## src/rtl/fb_pkg.sv

```systemverilog
// Shared framebuffer geometry, pixel codes and arbiter state encodings.
package fb_pkg;

  localparam int unsigned FB_WIDTH  = 640;
  localparam int unsigned FB_HEIGHT = 480;
  localparam int unsigned FB_WORDS  = FB_WIDTH * FB_HEIGHT;
  localparam int unsigned ADDR_W    = 19;
  localparam int unsigned DATA_W    = 8;

  localparam logic [DATA_W-1:0] PIX_EMPTY = 8'h00;
  localparam logic [DATA_W-1:0] PIX_JOG1  = 8'h01;
  localparam logic [DATA_W-1:0] PIX_JOG2  = 8'h02;

  typedef enum logic {
    CLEAR,
    SERVE
  } fb_state_t;

  typedef enum logic {
    P1,
    P2
  } rr_ptr_t;

endpackage

```

## src/rtl/fb_clear_sweeper.sv

```systemverilog
// Address counter for the framebuffer clear sweep, with busy/done status.
module fb_clear_sweeper #(
  parameter int unsigned ADDR_W   = fb_pkg::ADDR_W,
  parameter int unsigned FB_WORDS = fb_pkg::FB_WORDS
) (
  input  logic              CLOCK_50,
  input  logic              reset,
  input  logic              start,
  input  logic              run,
  output logic [ADDR_W-1:0] addr,
  output logic              last_c,
  output logic              busy,
  output logic              done
);

  localparam logic [ADDR_W-1:0] LAST_ADDR = ADDR_W'(FB_WORDS - 1);

  assign last_c = (addr == LAST_ADDR);

  // busy trails run by one cycle so it covers the final write on the RAM pins
  always_ff @(posedge CLOCK_50) begin
    if (reset) begin
      addr <= '0;
      busy <= 1'b1;
      done <= 1'b0;
    end else begin
      if (start) begin
        addr <= '0;
      end else if (run && !last_c) begin
        addr <= addr + ADDR_W'(1);
      end
      busy <= start || run;
      done <= busy && !run && !start;
    end
  end

endmodule

```

## src/rtl/fb_write_arbiter.sv

```systemverilog
// Framebuffer write-port owner: clear sweep plus round-robin P1/P2 trail writes.
// Optional macro FB_WRITE_COLLISION_EN grants both players on a same-address clash.
module fb_write_arbiter #(
  parameter int unsigned          ADDR_W      = fb_pkg::ADDR_W,
  parameter int unsigned          DATA_W      = fb_pkg::DATA_W,
  parameter int unsigned          FB_WORDS    = fb_pkg::FB_WORDS,
  parameter logic [DATA_W-1:0]    CLEAR_VALUE = DATA_W'(fb_pkg::PIX_EMPTY)
) (
  input  logic              CLOCK_50,
  input  logic              reset,
  input  logic              clear_req,
  input  logic              p1_req,
  input  logic [ADDR_W-1:0] p1_addr,
  input  logic [DATA_W-1:0] p1_data,
  output logic              p1_gnt,
  input  logic              p2_req,
  input  logic [ADDR_W-1:0] p2_addr,
  input  logic [DATA_W-1:0] p2_data,
  output logic              p2_gnt,
  output logic              wr_en,
  output logic [ADDR_W-1:0] wr_addr,
  output logic [DATA_W-1:0] wr_data,
  output logic              clear_busy,
  output logic              clear_done,
  output logic              collision
);

  import fb_pkg::*;

  localparam logic [ADDR_W:0] WORDS_X = (ADDR_W + 1)'(FB_WORDS);

  fb_state_t         state;
  fb_state_t         state_nxt;
  rr_ptr_t           rr_ptr;
  logic              clear_q;
  logic              clear_rise_c;
  logic              serve_c;
  logic              sel_p2_c;
  logic              coll_c;
  logic              start_c;
  logic              win_in_range_c;
  logic [ADDR_W-1:0] win_addr_c;
  logic [DATA_W-1:0] win_data_c;
  logic [ADDR_W-1:0] sweep_addr;
  logic              sweep_last_c;

  fb_clear_sweeper #(
    .ADDR_W   (ADDR_W),
    .FB_WORDS (FB_WORDS)
  ) u_sweeper (
    .CLOCK_50 (CLOCK_50),
    .reset    (reset),
    .start    (start_c),
    .run      (state == CLEAR),
    .addr     (sweep_addr),
    .last_c   (sweep_last_c),
    .busy     (clear_busy),
    .done     (clear_done)
  );

  always_ff @(posedge CLOCK_50) begin
    if (reset) begin
      state <= CLEAR;
    end else begin
      state <= state_nxt;
    end
  end

  // Next state, grants and winner mux; a clear edge pre-empts any grant
  always_comb begin
    state_nxt      = state;
    clear_rise_c   = clear_req && !clear_q;
    serve_c        = 1'b0;
    start_c        = 1'b0;
    coll_c         = 1'b0;
    p1_gnt         = 1'b0;
    p2_gnt         = 1'b0;
    win_addr_c     = p1_addr;
    win_data_c     = p1_data;
    win_in_range_c = 1'b0;

    case (state)
      CLEAR: begin
        if (sweep_last_c) state_nxt = SERVE;
      end
      SERVE: begin
        if (clear_rise_c) begin
          state_nxt = CLEAR;
          start_c   = 1'b1;
        end else begin
          serve_c = !reset;
        end
      end
    endcase

    sel_p2_c = p2_req && (!p1_req || (rr_ptr == P1));
`ifdef FB_WRITE_COLLISION_EN
    coll_c = p1_req && p2_req && (p1_addr == p2_addr) && ({1'b0, p1_addr} < WORDS_X);
`endif
    if (serve_c) begin
      p1_gnt = p1_req && (!sel_p2_c || coll_c);
      p2_gnt = sel_p2_c;
    end
    if (sel_p2_c) begin
      win_addr_c = p2_addr;
      win_data_c = p2_data;
    end
    win_in_range_c = ({1'b0, win_addr_c} < WORDS_X);
  end

  // Out-of-range grants are consumed without touching the RAM pins
  always_ff @(posedge CLOCK_50) begin
    if (reset) begin
      wr_en     <= 1'b0;
      wr_addr   <= '0;
      wr_data   <= '0;
      collision <= 1'b0;
      rr_ptr    <= P1;
      clear_q   <= clear_req;
    end else begin
      clear_q   <= clear_req;
      wr_en     <= 1'b0;
      collision <= 1'b0;
      if (state == CLEAR) begin
        wr_en   <= 1'b1;
        wr_addr <= sweep_addr;
        wr_data <= CLEAR_VALUE;
      end else if (p1_gnt || p2_gnt) begin
        rr_ptr <= sel_p2_c ? P2 : P1;
        if (win_in_range_c) begin
          wr_en     <= 1'b1;
          wr_addr   <= win_addr_c;
          wr_data   <= win_data_c;
          collision <= coll_c;
        end
      end
    end
  end

endmodule
```

## config.mk

```make
export PLATFORM = sky130hd
export DESIGN_NAME = fb_write_arbiter
export DESIGN_NICKNAME = d
export VERILOG_FILES = /design/src/rtl/fb_pkg.sv /design/src/rtl/fb_clear_sweeper.sv /design/src/rtl/fb_write_arbiter.sv
export SDC_FILE = /design/constraint.sdc
export NUM_CORES = 1
export LEC_CHECK = 0
export ABC_AREA = 1
export ABC_CLOCK_PERIOD_IN_PS = 2500
export BUFFER_PORTS_ARGS = -buffer_cell sky130_fd_sc_hd__buf_2
export CORE_MARGIN = 2
export CORE_UTILIZATION = 47
export CTS_CLUSTER_SIZE = 10
export DETAILED_ROUTE_END_ITERATION = 16
export PLACE_DENSITY_LB_ADDON = 0.25
export SETUP_SLACK_MARGIN = 0.4
export SLEW_MARGIN = 0
export SYNTH_ARGS = -nofsm -noshare
export SYNTH_HDL_FRONTEND = slang
export SYNTH_SLANG_ARGS = --single-unit
```

## constraint.sdc

```tcl
create_clock -name CLOCK_50 -period 2.5 [get_ports CLOCK_50]
set_clock_uncertainty 0.2 [all_clocks]
set_input_delay 0.25 -clock CLOCK_50 [delete_from_list [all_inputs] [get_ports CLOCK_50]]
set_output_delay 0.25 -clock CLOCK_50 [all_outputs]
set_load 0.005 [all_outputs]
```

==> flow_summary.json, run 1 <==
{
  "status": "completed",
  "pin_count": 92,
  "ys_ff_latch": 52,
  "cts_tree": "yes",
  "arrival_ns": 1.98,
  "slowest_delay_ns": 0.42,
  "numCtsBuffers": 5,
  "finalSetupViolCount": 0,
  "n_fill_cell": 611,
  "htreeDepth": 2,
  "endpoint_kind": "flip-flop",
  "grt_use_met2": 0.379,
  "power_uw": 1570,
  "die-area_sq_mm": 0.00704,
  "synth_nets": 530,
  "hold_viol": 0,
  "cts_max_path_buffers": 2,
  "yosysSeqAreaShare": 0.347,
  "power_frac_comb": 0.101,
  "core-area_sq_mm": 0.00628,
  "gp_congestion": 0.924,
  "io_buffers": 90,
  "avgViaCountPerCell": 5.16,
  "cts_root_buf": "clkbuf_8",
  "nets": 629,
  "hp-start": "p2_data[2]",
  "min_path_type": "in -> reg",
  "drive_gt1_frac": 0.235,
  "place_ws_ns": 0.268,
  "yosys_warnings": 0,
  "ys_types": 28,
  "leakagePower_uw": 0.00174,
  "p_int_uw": 1210,
  "cp_max_fo": 15,
  "path_clk_slew_ns": 0.10,
  "synth-main-ff-cell": "dfxtp_1",
  "met1_usage": 0.309,
  "syn2layout_area_growth_pct": 25.9,
  "fp.dieH_um": 83.9,
  "drc": 0,
  "switching_share": 0.232,
  "period_minus_slack_ns": 1.97,
  "max_freq_mhz": 507,
  "syn_area_sq_mm": 0.00300,
  "seqPwrFrac": 0.535,
  "drt-initial-drc-count": 255,
  "grt_max_degree": 54,
  "cp_common_cell": "nor2_1",
  "crit_slowest_cell": "dfxtp_4",
  "synthArstFlopShare": 0,
  "first_pass_iters": 4,
  "peakVddDrop_mv": 0.231,
  "required_ns": 2.51,
  "grtUsageMet3": 0.0356,
  "startpoint_type": "flip-flop",
  "rows": 29,
  "min_period_over_period": 0.789,
  "vias": 3345,
  "overflow": 0,
  "cp-startpoint": "state",
  "setup_tns_ns": 0,
  "wl_per_cell_um": 13.1,
  "grt_pass1_vias": 2915,
  "grtUsageTotal": 0.228,
  "grt-busiest-layer": "met2",
  "clockPowerShare": 0.364,
  "synth_edf_count": 0,
  "start_util": 0.478,
  "ant_nets": 0,
  "reg2reg_from": "state",
  "clkSinkCount": 52,
  "rsz0062_at_grt": "true",
  "setup_slack_ns": 0.527,
  "worstSetupPathType": "reg -> reg",
  "crit_chain": "nand2_1 -> nor2_1 -> o21ai_0 -> a21oi_4 -> buf_4 -> nand2_4 -> a21oi_1 -> nor2_1",
  "die_x_um": 83.9,
  "antenna_found_initial": 1,
  "drt_wl_total_um": 8470,
  "switchingPower_uw": 364,
  "clkLatencyLatePin_ns": 0.31,
  "avgSynthCellArea_sq_um": 6.38,
  "grt_pass1_wl_um": 13200,
  "dp_hpwl_um": 6050,
  "cap_viol_max_count": 0,
  "final_max_slew_viol_count": 0,
  "synth_cells": 470,
  "p_per_area_mw_per_mm2": 415
}
==> cell type report <==
| cell class | count | area [sq um] | share of cell area |
|---|---|---|---|
| Multi-Input combinational cell | 358 | 1730 | 0.458 |
| Sequential cell | 52 | 1040 | 0.277 |
| Timing Repair Buffer | 115 | 656 | 0.174 |
| Inverter | 37 | 139 | 0.0368 |
| Tap cell | 77 | 96.3 | 0.0255 |
| Clock buffer | 6 | 72.6 | 0.0192 |
| Clock inverter | 2 | 35.0 | 0.00927 |
| Antenna cell | 1 | 2.50 | 0.000662 |
==> stage by stage <==
step	hold WS, ns	utilization	instance area (sq um)	std cells
after CTS	0.0598	0.581	3650	636
after global placement	0.168	0.558	3500	626
after global routing	0.106	0.602	3780	648
after floorplan	0.0777	-	3000	470
final	0.0805	0.602	3780	648
after detailed placement	0.173	0.558	3500	626
==> state kept, by name, summed over array words and instances, names as in the netlist <==
register        count
u_sweeper.busy      1
state               1
wr_en               1
wr_data             8
u_sweeper.done      1
u_sweeper.addr     19
clear_q             1
rr_ptr              1
wr_addr            19
==> routing by layer <==
metal | vias up | wire length [um]
met5 | - | 0
met4 | 0 | 150
met3 | 13 | 432
met2 | 92 | 3980
met1 | 1535 | 3900
li1 | 1705 | -
==> cell usage in the layout, fill, tap and decap left out, types with 4 or more instances in the layout <==
master	n
nand2_1	139
buf_2	90
nor2_1	69
dfxtp_1	51
inv_1	36
a21oi_1	35
o21ai_0	34
buf_4	22
nand3b_1	20
nand3_1	16
o22ai_1	9
xor2_1	8
nor3_1	7
clkbuf_8	5
nand4_1	4
==> power groups by stage <==
stage,clock (uW),sequential (uW),combinational (uW)
2_1_floorplan,0,862,73.3
3_3_place_gp,0,860,147
3_5_place_dp,0,861,148
4_1_cts,587,840,153
5_1_grt,618,842,178
6_report,571,840,158
==> timing repair <==
action                                  4_1_cts  5_1_grt
hold endpoints to repair                      3        0
buffers inserted                              0       10
gates resized for setup                       4        5
pin swaps                                     0        3
hold buffers                                  2        0
cloned                                        0        1
endpoints found under the setup margin       21       26
==> path summary, 6_finish.rpt <==
kind / to / slack, ns / depth (start not counted)
setup / recovery: wr_addr[12] / 0.53 / 8
hold / removal: wr_data[2] / 0.08 / 5
setup reg to reg: wr_addr[12] / 0.53 / 8
hold reg to reg: u_sweeper.done / 0.23 / 2
==> Yosys cell counts (6+ instances only) <==
| master | number | area [sq um] |
|---|---|---|
| inv_1 | 36 | 135 |
| nand3b_1 | 20 | 150 |
| nor2_1 | 70 | 263 |
| nand3_1 | 16 | 80.1 |
| nand2_1 | 140 | 526 |
| a21oi_1 | 35 | 175 |
| xor2_1 | 8 | 70.1 |
| o21ai_0 | 34 | 170 |
| nor3_1 | 7 | 35.0 |
| buf_6 | 6 | 67.6 |
| dfxtp_1 | 52 | 1040 |
| o22ai_1 | 9 | 56.3 |
| clkbuf_1 | 11 | 41.3 |
==> critical path: cells and delay by family (launching register included) <==
family          cells  cell delay (ns)
buf+inv             1             0.16
compound gates      3             0.59
simple gates        4             0.50
flops               1             0.42
==> logic make-up after synthesis <==
group           after synthesis  share of synthesized area
xor+xnor                      9                     0.0263
flops                        52                      0.347
compound gates               83                      0.149
other cells                   1                    0.00125
fa+ha+maj                     1                    0.00417
simple gates                263                      0.378
buf+inv                      61                     0.0943
Note: power is estimated with default switching activity, not from simulation.
==> run 2, diff against run 1 <==
--- a/config.mk
+++ b/config.mk
@@ -6,7 +6,7 @@
 export NUM_CORES = 1
 export LEC_CHECK = 0
 export ABC_AREA = 1
-export ABC_CLOCK_PERIOD_IN_PS = 2500
+export ABC_CLOCK_PERIOD_IN_PS = 1700
 export BUFFER_PORTS_ARGS = -buffer_cell sky130_fd_sc_hd__buf_2
 export CORE_MARGIN = 2
 export CORE_UTILIZATION = 47
==> constraint.sdc (replaced) <==
create_clock -name CLOCK_50 -period 1.7 [get_ports CLOCK_50]
set_clock_uncertainty 0.2 [all_clocks]
set_input_delay 0.17 -clock CLOCK_50 [delete_from_list [all_inputs] [get_ports CLOCK_50]]
set_output_delay 0.17 -clock CLOCK_50 [all_outputs]
set_load 0.005 [all_outputs]
==> run 2 against run 1 <==
Net effect: the flow now finishes with violations (negative hold slack, negative setup slack); critical path depth rose by 4; total power rose by 49%; global-route usage rose by 3.6 points; cell count rose by 8.3%; wire length rose by 22%; final area rose by 22%; setup slack got worse by 0.70 ns; combinational power rose by 120%; non-clock buffer count rose by 55; via count rose by 13%; first-iteration DRC count rose by 13%; critical path type unchanged; critical endpoint is now wr_addr[18].
==> flow_summary.json, run 2 (synthesized netlist as in run 1, its figures left out) <==
{
  "p_per_area_mw_per_mm2": 506,
  "grt_pass1_vias": 3441,
  "avgViaCountPerCell": 5.39,
  "clkSinkCount": 52,
  "leakagePower_uw": 0.00215,
  "wl_per_cell_um": 14.8,
  "grt_pass1_wl_um": 15100,
  "finalSetupViolCount": 46,
  "peakVddDrop_mv": 0.402,
  "n_antenna_cell": 0,
  "final_common_cell": "nand2_1",
  "startpoint_type": "flip-flop",
  "crit_slowest_cell": "dfxtp_2",
  "grt_max_degree": 68,
  "hp-start": "p1_data[7]",
  "arrival_ns": 1.87,
  "cp_max_fo": 9,
  "gp_congestion": 0.907,
  "pin_count": 92,
  "crit_chain": "nand2_4 -> buf_12 -> nand3b_1 -> nand2_1 -> nand2_2 -> nor2_2 -> nand2_2 -> nand2_8 -> buf_6 -> nand3b_1 -> nand2_1 -> nor2_1",
  "period_minus_slack_ns": 1.87,
  "reg2reg_from": "rr_ptr",
  "numCtsBuffers": 5,
  "required_ns": 1.70,
  "hold_slack_ns": -0.000381,
  "drt_wl_total_um": 10400,
  "first_pass_iters": 5,
  "cap_viol_max_count": 0,
  "start_util": 0.478,
  "drt-initial-drc-count": 287,
  "reg2reg_to": "wr_addr[18]",
  "drc": 0,
  "path_clk_slew_ns": 0.10,
  "reg2reg_slack_ns": -0.17,
  "min_path_type": "in -> reg",
  "cts_max_path_buffers": 2,
  "grtUsageTotal": 0.264,
  "cts_root_buf": "clkbuf_8",
  "layout_common_cells": "nand2_1 (111), buf_2 (90), nor2_1 (62)",
  "min_period_over_period": 1.10,
  "nets": 684,
  "fp.dieH_um": 83.9,
  "slowest_delay_ns": 0.34,
  "stdcell_count": 702,
  "endpoint_kind": "flip-flop",
  "io_buffers": 90,
  "holdPathStages": 5,
  "core-area_sq_mm": 0.00628,
  "rows": 29,
  "syn2layout_area_growth_pct": 54.1,
  "fin_area_sq_mm": 0.00462,
  "die_x_um": 83.9,
  "setup_slack_ns": -0.173,
  "r2r_cells": 12,
  "reg_top3": "u_sweeper.addr (19), wr_addr (19), wr_data (8)",
  "dp_hpwl_um": 6520,
  "clkLatencyLatePin_ns": 0.31,
  "ant_nets": 0,
  "antenna_found_initial": 0,
  "final_max_slew_viol_count": 0,
  "htreeDepth": 2,
  "drive_gt1_frac": 0.411,
  "vias": 3787,
  "dp.cells": 666,
  "max_freq_mhz": 534,
  "status": "complete, but fails checks",
  "overflow": 0,
  "cts_tree": "yes",
  "hold_viol": 1,
  "post_dp_cell_area_sq_mm": 0.00389,
  "rsz0062_at_grt": "true",
  "crit_end": "wr_addr[18]",
  "worstSetupPathType": "reg -> reg",
  "violations": "negative hold slack, negative setup slack",
  "cp-startpoint": "rr_ptr",
  "die-area_sq_mm": 0.00704
}
-- run 2: worst min-delay path by stage --
stage / to / slack, ns
after floorplan: clear_q / -0.002
after global placement: clear_q / 0.1
after global routing: wr_data[7] / -0.003
final: wr_data[7] / -0.0004
after CTS: wr_data[7] / 0.001
after detailed placement: clear_q / 0.10
-- run 2: per-stage QoR --
step / setup slack, ns / hold slack, ns / util / power [uW] / setup TNS (ns)
after detailed placement: -0.114 / 0.102 / 0.620 / 1530 / -2.48
after floorplan: 0.0326 / -0.00228 / - / 1380 / 0
after global routing: -0.288 / -0.00290 / 0.736 / 2420 / -9.13
after CTS: -0.0628 / 0.00137 / 0.683 / 2300 / -0.957
final: -0.173 / -0.000381 / 0.736 / 2340 / -5.44
after global placement: -0.0742 / 0.0976 / 0.620 / 1520 / -1.17
-- run 2: layout make-up --
type / instances / area (sq um)
sequential: 52 / 1050
fill: 479 / 1660
clock inverter: 1 / 7.51
timing repair buffer: 170 / 1230
tap: 77 / 96.3
inverter: 37 / 141
multi-input combinational: 358 / 2000
clock buffer: 7 / 86.3
-- run 2: worst max-delay path: cells and delay by family (launching register included) --
family        cells  cell delay, ns
buf+inv           2            0.25
flops             1            0.34
simple gates     10            0.97
-- run 2: where the power goes --
group	switching, uW	internal, uW
sequential	10.6	1230
clock	424	332
combinational	168	174
-- run 2: metal layers --
layer / vias to the layer above / part of all wire / wire (um) / global-route usage
met2: 166 / 0.50 / 5210 / 0.446
li1: 1817 / - / - / -
met3: 35 / 0.058 / 597 / 0.0425
met5: - / 0 / 0 / 0
met4: 0 / 0.031 / 317 / 0.110
met1: 1769 / 0.41 / 4240 / 0.334
-- run 2: timing repair --
item,in CTS,in global routing
resized for setup,47,64
cloned,2,4
hold buffers,10,0
setup buffers,6,6
hold endpoints to repair,8,0
pin swaps,6,16
endpoints found under the setup margin,51,51
